**src/rtl/std_skid_buffer.sv**
```systemverilog
// Two-entry valid/ready skid buffer (register slice).
// Registers both the forward (valid/data) and backward (ready) paths while
// sustaining one word per cycle. out_load pulses for the cycle after the head
// register is written so it can drive a downstream register enable directly.
module std_skid_buffer #(
  parameter int unsigned WIDTH = 16
) (
  input  logic             clk,
  input  logic             rst,
  input  logic             in_valid,
  output logic             in_ready,
  input  logic [WIDTH-1:0] in_data,
  output logic             out_valid,
  input  logic             out_ready,
  output logic [WIDTH-1:0] out_data,
  output logic             out_load,
  output logic [1:0]       occupancy
);

  // State encoding doubles as the occupancy count.
  typedef enum logic [1:0] {
    StEmpty = 2'd0,
    StBusy  = 2'd1,
    StFull  = 2'd2
  } state_e;

  state_e           r_state;
  state_e           w_state_d;
  logic [WIDTH-1:0] r_head;
  logic [WIDTH-1:0] r_skid;
  logic [WIDTH-1:0] w_head_d;
  logic [WIDTH-1:0] w_skid_d;
  logic             w_head_we;
  logic             r_in_ready;
  logic             r_out_valid;
  logic             r_out_load;
  logic             w_in_fire;
  logic             w_out_fire;

  assign w_in_fire  = in_valid & r_in_ready;
  assign w_out_fire = r_out_valid & out_ready;

  // Next-state and storage update selection.
  always_comb begin
    w_state_d = r_state;
    w_head_d  = r_head;
    w_skid_d  = r_skid;
    w_head_we = 1'b0;
    case (r_state)
      StEmpty: begin
        if (w_in_fire) begin
          w_state_d = StBusy;
          w_head_d  = in_data;
          w_head_we = 1'b1;
        end
      end
      StBusy: begin
        if (w_in_fire && w_out_fire) begin
          w_head_d  = in_data;
          w_head_we = 1'b1;
        end else if (w_in_fire) begin
          // Consumer stalled: park the new word in the skid register.
          w_state_d = StFull;
          w_skid_d  = in_data;
        end else if (w_out_fire) begin
          w_state_d = StEmpty;
        end
      end
      StFull: begin
        // in_ready is low here, so only the consumer can move things.
        if (w_out_fire) begin
          w_state_d = StBusy;
          w_head_d  = r_skid;
          w_head_we = 1'b1;
        end
      end
      default: begin
        w_state_d = StEmpty;
      end
    endcase
  end

  // State, storage and registered handshake outputs; reset overrides every event.
  always_ff @(posedge clk) begin
    if (rst) begin
      r_state     <= StEmpty;
      r_head      <= '0;
      r_skid      <= '0;
      r_in_ready  <= 1'b0;
      r_out_valid <= 1'b0;
      r_out_load  <= 1'b0;
    end else begin
      r_state     <= w_state_d;
      r_head      <= w_head_d;
      r_skid      <= w_skid_d;
      r_in_ready  <= (w_state_d != StFull);
      r_out_valid <= (w_state_d != StEmpty);
      r_out_load  <= w_head_we;
    end
  end

  assign in_ready  = r_in_ready;
  assign out_valid = r_out_valid;
  assign out_data  = r_head;
  assign out_load  = r_out_load;
  assign occupancy = r_state;

endmodule

```
**config.mk**
```make
export PLATFORM = sky130hd
export DESIGN_NAME = std_skid_buffer
export DESIGN_NICKNAME = d
export VERILOG_FILES = /design/src/rtl/std_skid_buffer.sv
export SDC_FILE = /design/constraint.sdc
export NUM_CORES = 1
export LEC_CHECK = 0
export ABC_CLOCK_PERIOD_IN_PS = 2200
export BUFFER_PORTS_ARGS = -buffer_cell sky130_fd_sc_hd__buf_2
export CAP_MARGIN = 20
export CORE_ASPECT_RATIO = 0.75
export CORE_UTILIZATION = 40
export CTS_CLUSTER_SIZE = 20
export DETAILED_ROUTE_END_ITERATION = 8
export GPL_TIMING_DRIVEN = 0
export PLACE_DENSITY = 0.66
export SKIP_LAST_GASP = 1
export SYNTH_ARGS = -nofsm -noshare
export SYNTH_HDL_FRONTEND = slang
export SYNTH_SLANG_ARGS = --single-unit
```
**constraint.sdc**
```tcl
create_clock -name clk -period 2.2 [get_ports clk]
set_input_delay 0.11 -clock clk [delete_from_list [all_inputs] [get_ports clk]]
set_output_delay 0.11 -clock clk [all_outputs]
set_load 0.02 [all_outputs]
```
### Word level (Yosys, flattened, before mapping)

Index checks and enable logic that the tools add are counted.

| cells by class | value |
|---|---|
| bitwise logic cells | 3 |
| equal/unequal tests | 6 |
| reductions and logical operators | 6 |
| mux-type cells | 14 |

Operators by type and width:

| kind | number |
|---|---|
| $mux 16 | 3 |
| $pmux 16 s3 | 1 |
| $mux 2 | 5 |
| $ne 2x2->1 const B | 4 |
| $pmux 2 s3 | 1 |
| $reduce_and 4->1 | 1 |
| $mux 1 | 3 |
| $pmux 1 s3 | 1 |
| $reduce_and 3->1 | 1 |
| $reduce_bool 3->1 | 1 |
| $and 1x1->1 | 2 |
| $eq 2x1->1 const B | 1 |
| $eq 2x2->1 const B | 1 |
| $logic_not 2->1 | 1 |
| $reduce_bool 2->1 | 1 |
| $logic_and 1x1->1 | 1 |
| $not 1->1 | 1 |

| word-level totals | value |
|---|---|
| bits in registers | 37 |
| word-level logic and storage cells | 35 |

### Longest topological paths before layout

Gate-level depths: netlist of run 1.

| logic depth | value |
|---|---|
| word-level depth | 6 |
| gate-level depth with buffers | 5 |

### Worst setup path after synthesis of run 1

Ideal clock, no wire load.

| path | value |
|---|---|
| path type | reg2reg |
| start | register r_state[0] (netlist: occupancy[0]) |
| end | register r_head[0] (netlist: out_data[0]) |
| stages on the path, launching flop included | 6 |
| setup slack | 0.661 ns |
| library setup time | 0.136 ns |
| clock period less this slack | 1.539 ns |
| path buffers | 2 |
| arrival time | 1.403 ns |
| path through | dfxtp_1 > and4b_1 > buf_6 > clkbuf_1 > a2111oi_0 > a211oi_1 |

| between the ends | value |
|---|---|
| longest elaborated chain between the ends | 3 |

Ends and longest elaborated chain:

| what | line | text |
|---|---|---|
| from (decl) | 27 | `state_e r_state;` |
| from (signal assigned) | 86 | `r_state <= StEmpty;` |
| from (signal assigned) | 93 | `r_state <= w_state_d;` |
| $eq 2x1->1, or another cell as far along | 49 | `case (r_state)` |
| $ne 2x2->1 (no source line) or $reduce_bool 3->1 (tied branches) | -- |  |
| $reduce_and 4->1 (no source line) | -- |  |
| to (signal assigned) | 94 | `r_head <= w_head_d;` |
| to (decl) | 29 | `logic [WIDTH-1:0] r_head;` |

Several ways; a longest one is shown, not always the timed one.
A chain may end at the register's enable or synchronous reset.

### Worst setup path after layout of run 1

| path | value |
|---|---|
| start | register r_state[0] (netlist: occupancy[0]) |
| end | register r_head[5] (netlist: out_data[5]) |

Same word-level chain as after synthesis.

==> results of run 1 <==
==> cells in the final DEF (no fill, tap or decap), types with 5 or more instances in the layout <==
cell / Yosys / final
a21oi_1: 18 / 18
a211oi_1: 16 / 16
o21ai_0: 16 / 16
dfxtp_1: 37 / 37
a2111oi_0: 16 / 16
buf_2: 5 / 44
nand3_1: 16 / 16
clkbuf_8: 0 / 5
mux2i_1: 16 / 16
clkbuf_1: 9 / 12
==> power by group <==
part / internal (mW) / switching, mW
clock network: 0.225 / 0.222
registers: 0.709 / 0.0239
logic: 0.0975 / 0.160
==> registers in the layout, indices dropped and copies added (netlist names) <==
signal and flops:
in_ready 1, out_valid 1, out_data 16, r_skid 16, occupancy 2, out_load 1
==> per-layer routing <==
layer / track usage [%] / vias up
met5: 0 / -
met4: 5.769 / 0
met3: 5.197 / 5
met2: 24.07 / 44
met1: 30.00 / 710
li1: - / 764
==> layout make-up <==
class,instances,share of cell area [%]
multi-input combinational,117,40.85
sequential,37,36.86
timing repair buffer,39,9.714
buffer,19,5.168
clock buffer,8,3.985
tap,52,3.238
inverter,1,0.1868
==> cells by family (layout without fill, tap and decap cells) <==
| kind of cell | Yosys count | after routing |
|---|---|---|
| multiplexers | 16 | 16 |
| AND/OR/NAND/NOR | 28 | 28 |
| flip-flops | 37 | 37 |
| AO/OA/AOI/OAI | 73 | 73 |
| buffers and inverters | 20 | 67 |
==> metrics by stage <==
stage | hold slack, ns | std cells | utilization [%]
after global placement | 0.3763 | 265 | 50.41
after detailed placement | 0.3846 | 265 | 50.41
after global routing | 0.08948 | 273 | 52.50
after CTS | 0.08398 | 273 | 52.50
final | 0.08599 | 273 | 52.50
after floorplan | 0.2577 | 174 | -
==> final timing paths <==
| check | from | endpoint | slack (ns) | depth (start not counted) |
|---|---|---|---|---|
| min reg2reg | r_skid[4] | r_skid[4] | 0.47 | 2 |
| max reg2reg | occupancy[0] | out_data[5] | 0.52 | 5 |
| min | in_data[4] | r_skid[4] | 0.09 | 3 |
| max | occupancy[0] | out_data[5] | 0.52 | 5 |
==> worst max-delay path: stages, from the launching register on <==
cell and delay [ns]:
dfxtp_1 0.42, nand2b_1 0.13, buf_4 0.20, buf_2 0.31, mux2i_1 0.36, a211oi_1 0.12
==> results.txt, run 1 <==
EDFF count, synth = 0
Area growth syn-to-layout = 20.39%
Static Leakage = 0.8727 nW
CTS tree = yes
Power Dens Cells = 715.4 mW/mm^2
First DRT Iteration DRCs = 84
DR top layer = met4
Leading cell types by count after synthesis = dfxtp_1 (37), a21oi_1 (18)
CTS resizes = 0
Outcome = complete, no violations
Post-synth top area share = 44.38%
Final wirelength = 4.130 mm
Total CTS buffers = 5
Clock Latency Late Sink = 0.28 ns
Sequential element share of the synthesized area = 44.38%
Fmax = 594.7 MHz
Fraction of registers with async set/reset = 0%
Crit-path max FO = 10
Synth area leader = dfxtp_1
Synthesized area = 0.001669 mm^2
Most frequent cell after synthesis = dfxtp_1
Post-synthesis simple-gate area fraction = 9.970%
DP Area = 0.001929 mm^2
Synth area leaders = dfxtp_1 (44%), mux2i_1 (9.6%), a2111oi_0 (8.4%), a211oi_1 (7.2%), a21oi_1 (5.4%)
Die Y-Extent = 57.95 um
Synth Area in Adders = 0%
Slew Limit Fails = 0
Design area = 0.002009 mm^2
Number of max-cap violations = 0
Vias per cell = 5.579
Peak supply drop = 0.3963 mV
Crit. End Element = flop
Clk sink count = 37
# setup viols final = 0
Pre-Repair DR Iteration Count = 4
Antenna-violating nets left = 0
Metal2 WL = 1.646 mm
CTS HTree Levels = 2
Clock buffer depth = 2
Share of layout cells above drive strength 1 = 25.34%
Met3 WL post-DR = 232 um
Minimum clock period = 1.681 ns
Chip width = 76.59 um
Worst Tran Pin Value = 0.6606 ns
Initial core utilization = 43.61%
Critical Path RT = 2.35 ns
Largest family of logic cells by synthesized area = compound AO/OA/AOI/OAI gates
Synth cell types = 28
Met1 wire length = 2.216 mm
Avg Cell Area, Syn = 9.593 um^2
Pin count of the biggest net entering global routing = 11
Port bufs = 39
YS warnings = 0
# rows = 19
Post-synthesis compound-gate area fraction = 29.61%
CP arrival = 1.83 ns
Startpoint Class = flop
Post-CTS Setup Bufs = 0
Primary FF master, synth = dfxtp_1
Global-route wire length before repair = 6.458 mm
Post-synthesis xor/xnor area fraction = 0%
Syn Nets = 194
Top Ports = 41
Relative slew slack = 55.87%
Dpl ws = 0.5771 ns
Clock transition at path regs = 0.07 ns
Die ar. = 0.004438 mm^2
Core Area = 0.003827 mm^2
Gpl congestion = 0.7564
Setup TNS = 0 ns
Final Skew = 0.003039 ns
Hold_buf cts = 0
Vias in the first global route = 1271
Root buffer cell = clkbuf_8
Pwr Total = 1.438 mW
Ant diodes = 0
Total GRT Usage = 18.95%
HPWL after DPL = 2.912 mm
Worst Hold Class = input port to flop
Filler cells = 381
Final Hold Fails = 0
Drt wl/cell = 15.13 um
Fin crit share = 76.43%
Initial antenna violation count = 0
Via count = 1523
Drc violations = 0
Kind of critical path = flop to flop
Mux contribution to synthesized area = 9.595%
Layout Nets = 240
Post-Synthesis Cells = 174
Overflow after GRT = 0
RSZ-0062 raised after global routing = false
Multi-input gate area = 820.8 um^2
FF/Latch Area = 740.7 um^2
Final worst slack = 0.5186 ns
#FFs+latches synth = 37
(Power assumes the default switching activity.)
==> inputs of run 2 (changes only) <==
Settings changed: ABC_CLOCK_PERIOD_IN_PS 2200 to 1400, PLACE_DENSITY 0.66 to 0.68.
Clock period 2.2 ns to 1.4 ns, I/O delays scaled along.
==> results.txt, run 2 (synthesized netlist as in run 1, its figures left out) <==
Placed insts = 265
Critical Path RT = 1.55 ns
Port bufs = 39
Static Leakage = 1.050 nW
Final Hold Fails = 0
Crit-path max FO = 6
Worst Tran Pin Value = 0.6982 ns
RR Endpoint = out_data[9]
Vias in the first global route = 1496
Total GRT Usage = 22.02%
Worst Hold Class = input port to flop
Clock buffer depth = 2
Final wirelength = 4.732 mm
Drc violations = 0
RSZ-0062 raised after global routing = true
Outcome = complete, but fails checks
Die Y-Extent = 57.95 um
Setup TNS = -0.7601 ns
Clk sink count = 37
# setup viols final = 17
Root buffer cell = clkbuf_8
Core Area = 0.003827 mm^2
Clock Latency Late Sink = 0.29 ns
Hold path startpoint = in_data[4]
Ant diodes = 0
Via count = 1644
CTS HTree Levels = 2
# rows = 19
Minimum clock period = 1.493 ns
Drt wl/cell = 16.78 um
Hold_buf cts = 0
Relative slew slack = 53.45%
Initial antenna violation count = 0
CTS tree = yes
Pre-Repair DR Iteration Count = 4
Power Dens Cells = 1005 mW/mm^2
Total CTS buffers = 5
Final Skew = 0.003244 ns
Fin crit share = 106.7%
Pin count of the biggest net entering global routing = 20
Slew Limit Fails = 0
Layout Nets = 250
Fmax = 669.7 MHz
Share of layout cells above drive strength 1 = 48.26%
Reg-to-reg startpoint = out_valid
Crit. End Element = flop
Number of max-cap violations = 0
Chip width = 76.59 um
Top Ports = 41
Vias per cell = 5.830
First DRT Iteration DRCs = 67
Failing checks = setup timing
Area growth syn-to-layout = 52.17%
Kind of critical path = flop to flop
Initial core utilization = 43.61%
Global-route wire length before repair = 7.403 mm
Pwr Total = 2.552 mW
Peak supply drop = 0.6018 mV
Min-Delay Endpoint = r_skid[4]
Startpoint Class = flop
Commonest non-fill, non-tap cells in the layout = buf_2 (39), dfxtp_1 (33), a21oi_1 (18)
Overflow after GRT = 0
Clock transition at path regs = 0.07 ns
Gpl congestion = 0.7828
Antenna-violating nets left = 0
Reg2Reg Setup Slack = -0.09 ns
Non-Filler Instances = 282
Worst Reg-to-Reg Cells = 5
HPWL after DPL = 3.011 mm
CP arrival = 1.65 ns
Filler cells = 308
Commonest non-fill, non-tap cell in the layout = buf_2
Die ar. = 0.004438 mm^2
Final worst slack = -0.09324 ns
Hold Crit Depth = 3
==> run 2: metrics by stage <==
step                      hold WS, ns  setup slack [ns]  util [%]  cell area, um^2
final                         0.03844          -0.09324     66.36             2540
after global routing          0.03931           -0.1653     66.36             2540
after CTS                     0.03554          -0.04128     62.34             2386
after detailed placement       0.3435           -0.1666     52.76             2019
after global placement         0.3384           -0.1590     52.76             2019
after floorplan                0.2177          0.003194         -             1759
==> run 2: where the power goes <==
part           switching [mW]  internal, mW
clock network           0.370         0.391
registers              0.0577          1.11
logic                   0.325         0.295
total                   0.753          1.80
==> run 2: worst max-delay path by stage <==
stage / startpoint / end / slack (ns) / depth (start not counted)
finish: out_valid / out_data[9] / -0.09 / 5
floorplan: in_ready / out_data[13] / 0.003 / 5
CTS: in_ready / out_data[9] / -0.04 / 5
global placement: in_ready / out_data[2] / -0.16 / 5
detailed placement: in_ready / out_data[0] / -0.17 / 5
global route: occupancy[0] / out_data[9] / -0.17 / 5
==> run 2: worst max-delay path, cell delays in order, from the launching register on <==
cell and delay (ns):
dfxtp_2 0.36, and4b_1 0.23, buf_6 0.14, buf_4 0.15
a2111oi_1 0.40, a211oi_2 0.08
==> run 2: final cells by class <==
cell class | count | area [um^2] | area share [%]
clock buffer | 7 | 86.33 | 3.399
tap | 52 | 65.06 | 2.562
sequential | 37 | 753.2 | 29.66
timing repair buffer | 54 | 325.3 | 12.81
multi-input combinational | 117 | 1146 | 45.12
inverter | 1 | 7.507 | 0.2956
buffer | 14 | 156.4 | 6.158
==> run 2: repair_timing <==
| action | CTS | global route |
|---|---|---|
| buffers inserted | 9 | 5 |
| gates cloned | 0 | 1 |
| pin swaps | 6 | 5 |
| gates resized for setup | 31 | 26 |
| endpoints found under the setup margin | 21 | 28 |
| endpoints found under the hold margin | 0 | 0 |
==> run 2: per-layer routing <==
layer  wire length (um)  GRT usage, %  part of all wire [%]
met4                 38         7.418                  0.80
met2               2165         33.08                    46
met3                251         4.882                   5.3
met1               2277         31.43                    48
met5                  0             0                     0
==> inputs of run 3 (changes only) <==
--- a/config.mk
+++ b/config.mk
@@ -15,3 +15,3 @@
 export GPL_TIMING_DRIVEN = 0
-export PLACE_DENSITY = 0.68
+export PLACE_DENSITY = 0.61
 export SKIP_LAST_GASP = 1
==> constraint.sdc (replaced) <==
create_clock -name clk -period 1.4 [get_ports clk]
set_input_delay 0.14 -clock clk [delete_from_list [all_inputs] [get_ports clk]]
set_output_delay 0.14 -clock clk [all_outputs]
set_load 0.02 [all_outputs]
==> results.txt, run 3 (synthesized netlist as in run 1, its figures left out) <==
Filler cells = 299
Sw frac = 29.76%
Die ar. = 0.004438 mm^2
Power share of the clock group = 26.9%
Outcome = complete, but fails checks
Worst Hold Class = input port to flop
Power Dens Cells = 969.2 mW/mm^2
Fin crit share = 112.0%
Final Hold Fails = 0
Final Skew = 0.004753 ns
RSZ-0062 raised after global routing = true
Crit. End Element = flop
Vias in the first global route = 1649
Initial core utilization = 43.61%
Kind of critical path = flop to flop
CTS tree = yes
Total GRT Usage = 24.12%
Reg-to-reg startpoint = occupancy[0]
Ant diodes = 0
Combinational power share = 26.2%
Number of max-cap violations = 0
RR Endpoint = out_data[12]
Seq pwr share = 46.9%
Worst Tran Pin Value = 0.6771 ns
Chip width = 76.59 um
Util after Layout = 67.34%
Fmax = 637.5 MHz
Worst Reg-to-Reg Cells = 5
Port bufs = 39
Top Ports = 41
# setup viols final = 17
Initial antenna violation count = 0
Psw = 0.7434 mW
Root buffer cell = clkbuf_8
Slew Limit Fails = 0
Cell Int Power = 1.755 mW
Peak supply drop = 0.5186 mV
CP arrival = 1.70 ns
Area growth syn-to-layout = 54.42%
Worst hold slack = 0.1137 ns
HPWL after DPL = 3.203 mm
Crit-path max FO = 4
Final wirelength = 4.962 mm
Reg2Reg Setup Slack = -0.17 ns
Overflow after GRT = 0
Pin count of the biggest net entering global routing = 20
Clock transition at path regs = 0.07 ns
Commonest non-fill, non-tap cell in the layout = buf_2
Final worst slack = -0.1687 ns
Relative slew slack = 54.86%
Total CTS buffers = 5
Share of layout cells above drive strength 1 = 48.25%
Drt wl/cell = 17.72 um
Die Y-Extent = 57.95 um
Hold Crit Depth = 3
Commonest non-fill, non-tap cells in the layout = buf_2 (39), dfxtp_1 (33), a21oi_1 (18)
Dpl ws = -0.2065 ns
CTS HTree Levels = 2
Startpoint Class = flop
Gpl congestion = 0.7836
Pre-Repair DR Iteration Count = 4
Clock buffer depth = 2
Min-Delay Endpoint = r_skid[2]
Minimum clock period = 1.569 ns
Hold path startpoint = in_data[2]
Antenna-violating nets left = 0
Via count = 1641
Clk sink count = 37
Drc violations = 0
Vias per cell = 5.861
Static Leakage = 1.060 nW
Setup TNS = -0.9028 ns
First DRT Iteration DRCs = 64
Global-route wire length before repair = 8.093 mm
# rows = 19
Failing checks = setup timing
Layout Nets = 249
Clock Latency Late Sink = 0.28 ns
Critical Path RT = 1.53 ns
Core Area = 0.003827 mm^2
-- run 3: changes by cell type in the layout (fill, tap and decap cells not counted), sizes merged --
cell    previous run  this run
buf               58        59
clkbuf            17        13
clkinv             0         1
-- run 3: worst max-delay path by stage --
| stage | cells past startpoint | from | slack, ns | end |
|---|---|---|---|---|
| 2_1_floorplan | 5 | in_ready | 0.003 | out_data[13] |
| 3_3_place_gp | 5 | in_ready | -0.14 | out_data[4] |
| 3_5_place_dp | 5 | in_ready | -0.21 | out_data[2] |
| 4_1_cts | 5 | occupancy[1] | -0.04 | out_data[4] |
| 5_1_grt | 5 | occupancy[0] | -0.20 | out_data[12] |
| 6_report | 5 | occupancy[0] | -0.17 | out_data[12] |
-- run 3: metal layers --
layer / wire, um / vias to the layer above / global-route usage (%)
met2: 2297 / 42 / 36.94
met5: 0 / - / 0
met3: 238 / 6 / 6.772
li1: - / 785 / -
met4: 51 / 0 / 6.868
met1: 2375 / 808 / 33.46
-- run 3: layout make-up --
class                           count  area, um^2  area share, %
Multi-Input combinational cell    117        1199          46.50
Sequential cell                    37       755.7          29.32
Timing Repair Buffer               53       332.8          12.91
Buffer                             14       143.9          5.583
Clock buffer                        5       68.82          2.670
Tap cell                           52       65.06          2.524
Inverter                            1       7.507         0.2913
Clock inverter                      1       5.005         0.1942
-- run 3: per-stage QoR --
step	instances	area (um^2)	total power [mW]
finish	280	2577	2.498
floorplan	174	1759	1.473
detailed placement	265	2019	1.624
global placement	265	2019	1.607
global route	280	2577	2.603
CTS	281	2502	2.459
-- run 3: worst max-delay path, cell delays in order, from the launching register on --
cell and delay, ns:
dfxtp_4 0.37, and4b_1 0.20, buf_6 0.13, buf_4 0.13, a2111oi_0 0.47, a211oi_1 0.12
-- run 3: repair_timing --
item | in CTS | in global routing
setup endpoints to repair | 21 | 28
buffers inserted | 12 | 1
gates resized for setup | 52 | 9
hold buffers | 0 | 0
cloned | 1 | 0
pin swaps | 2 | 1
-- run 3: power groups by stage --
stage               clock [mW]  sequential [mW]  combinational [mW]
global placement             0             1.18               0.431
floorplan                    0             1.24               0.232
detailed placement           0             1.18               0.442
CTS                      0.682             1.16               0.613
global route             0.731             1.18               0.695
finish                   0.672             1.17               0.655
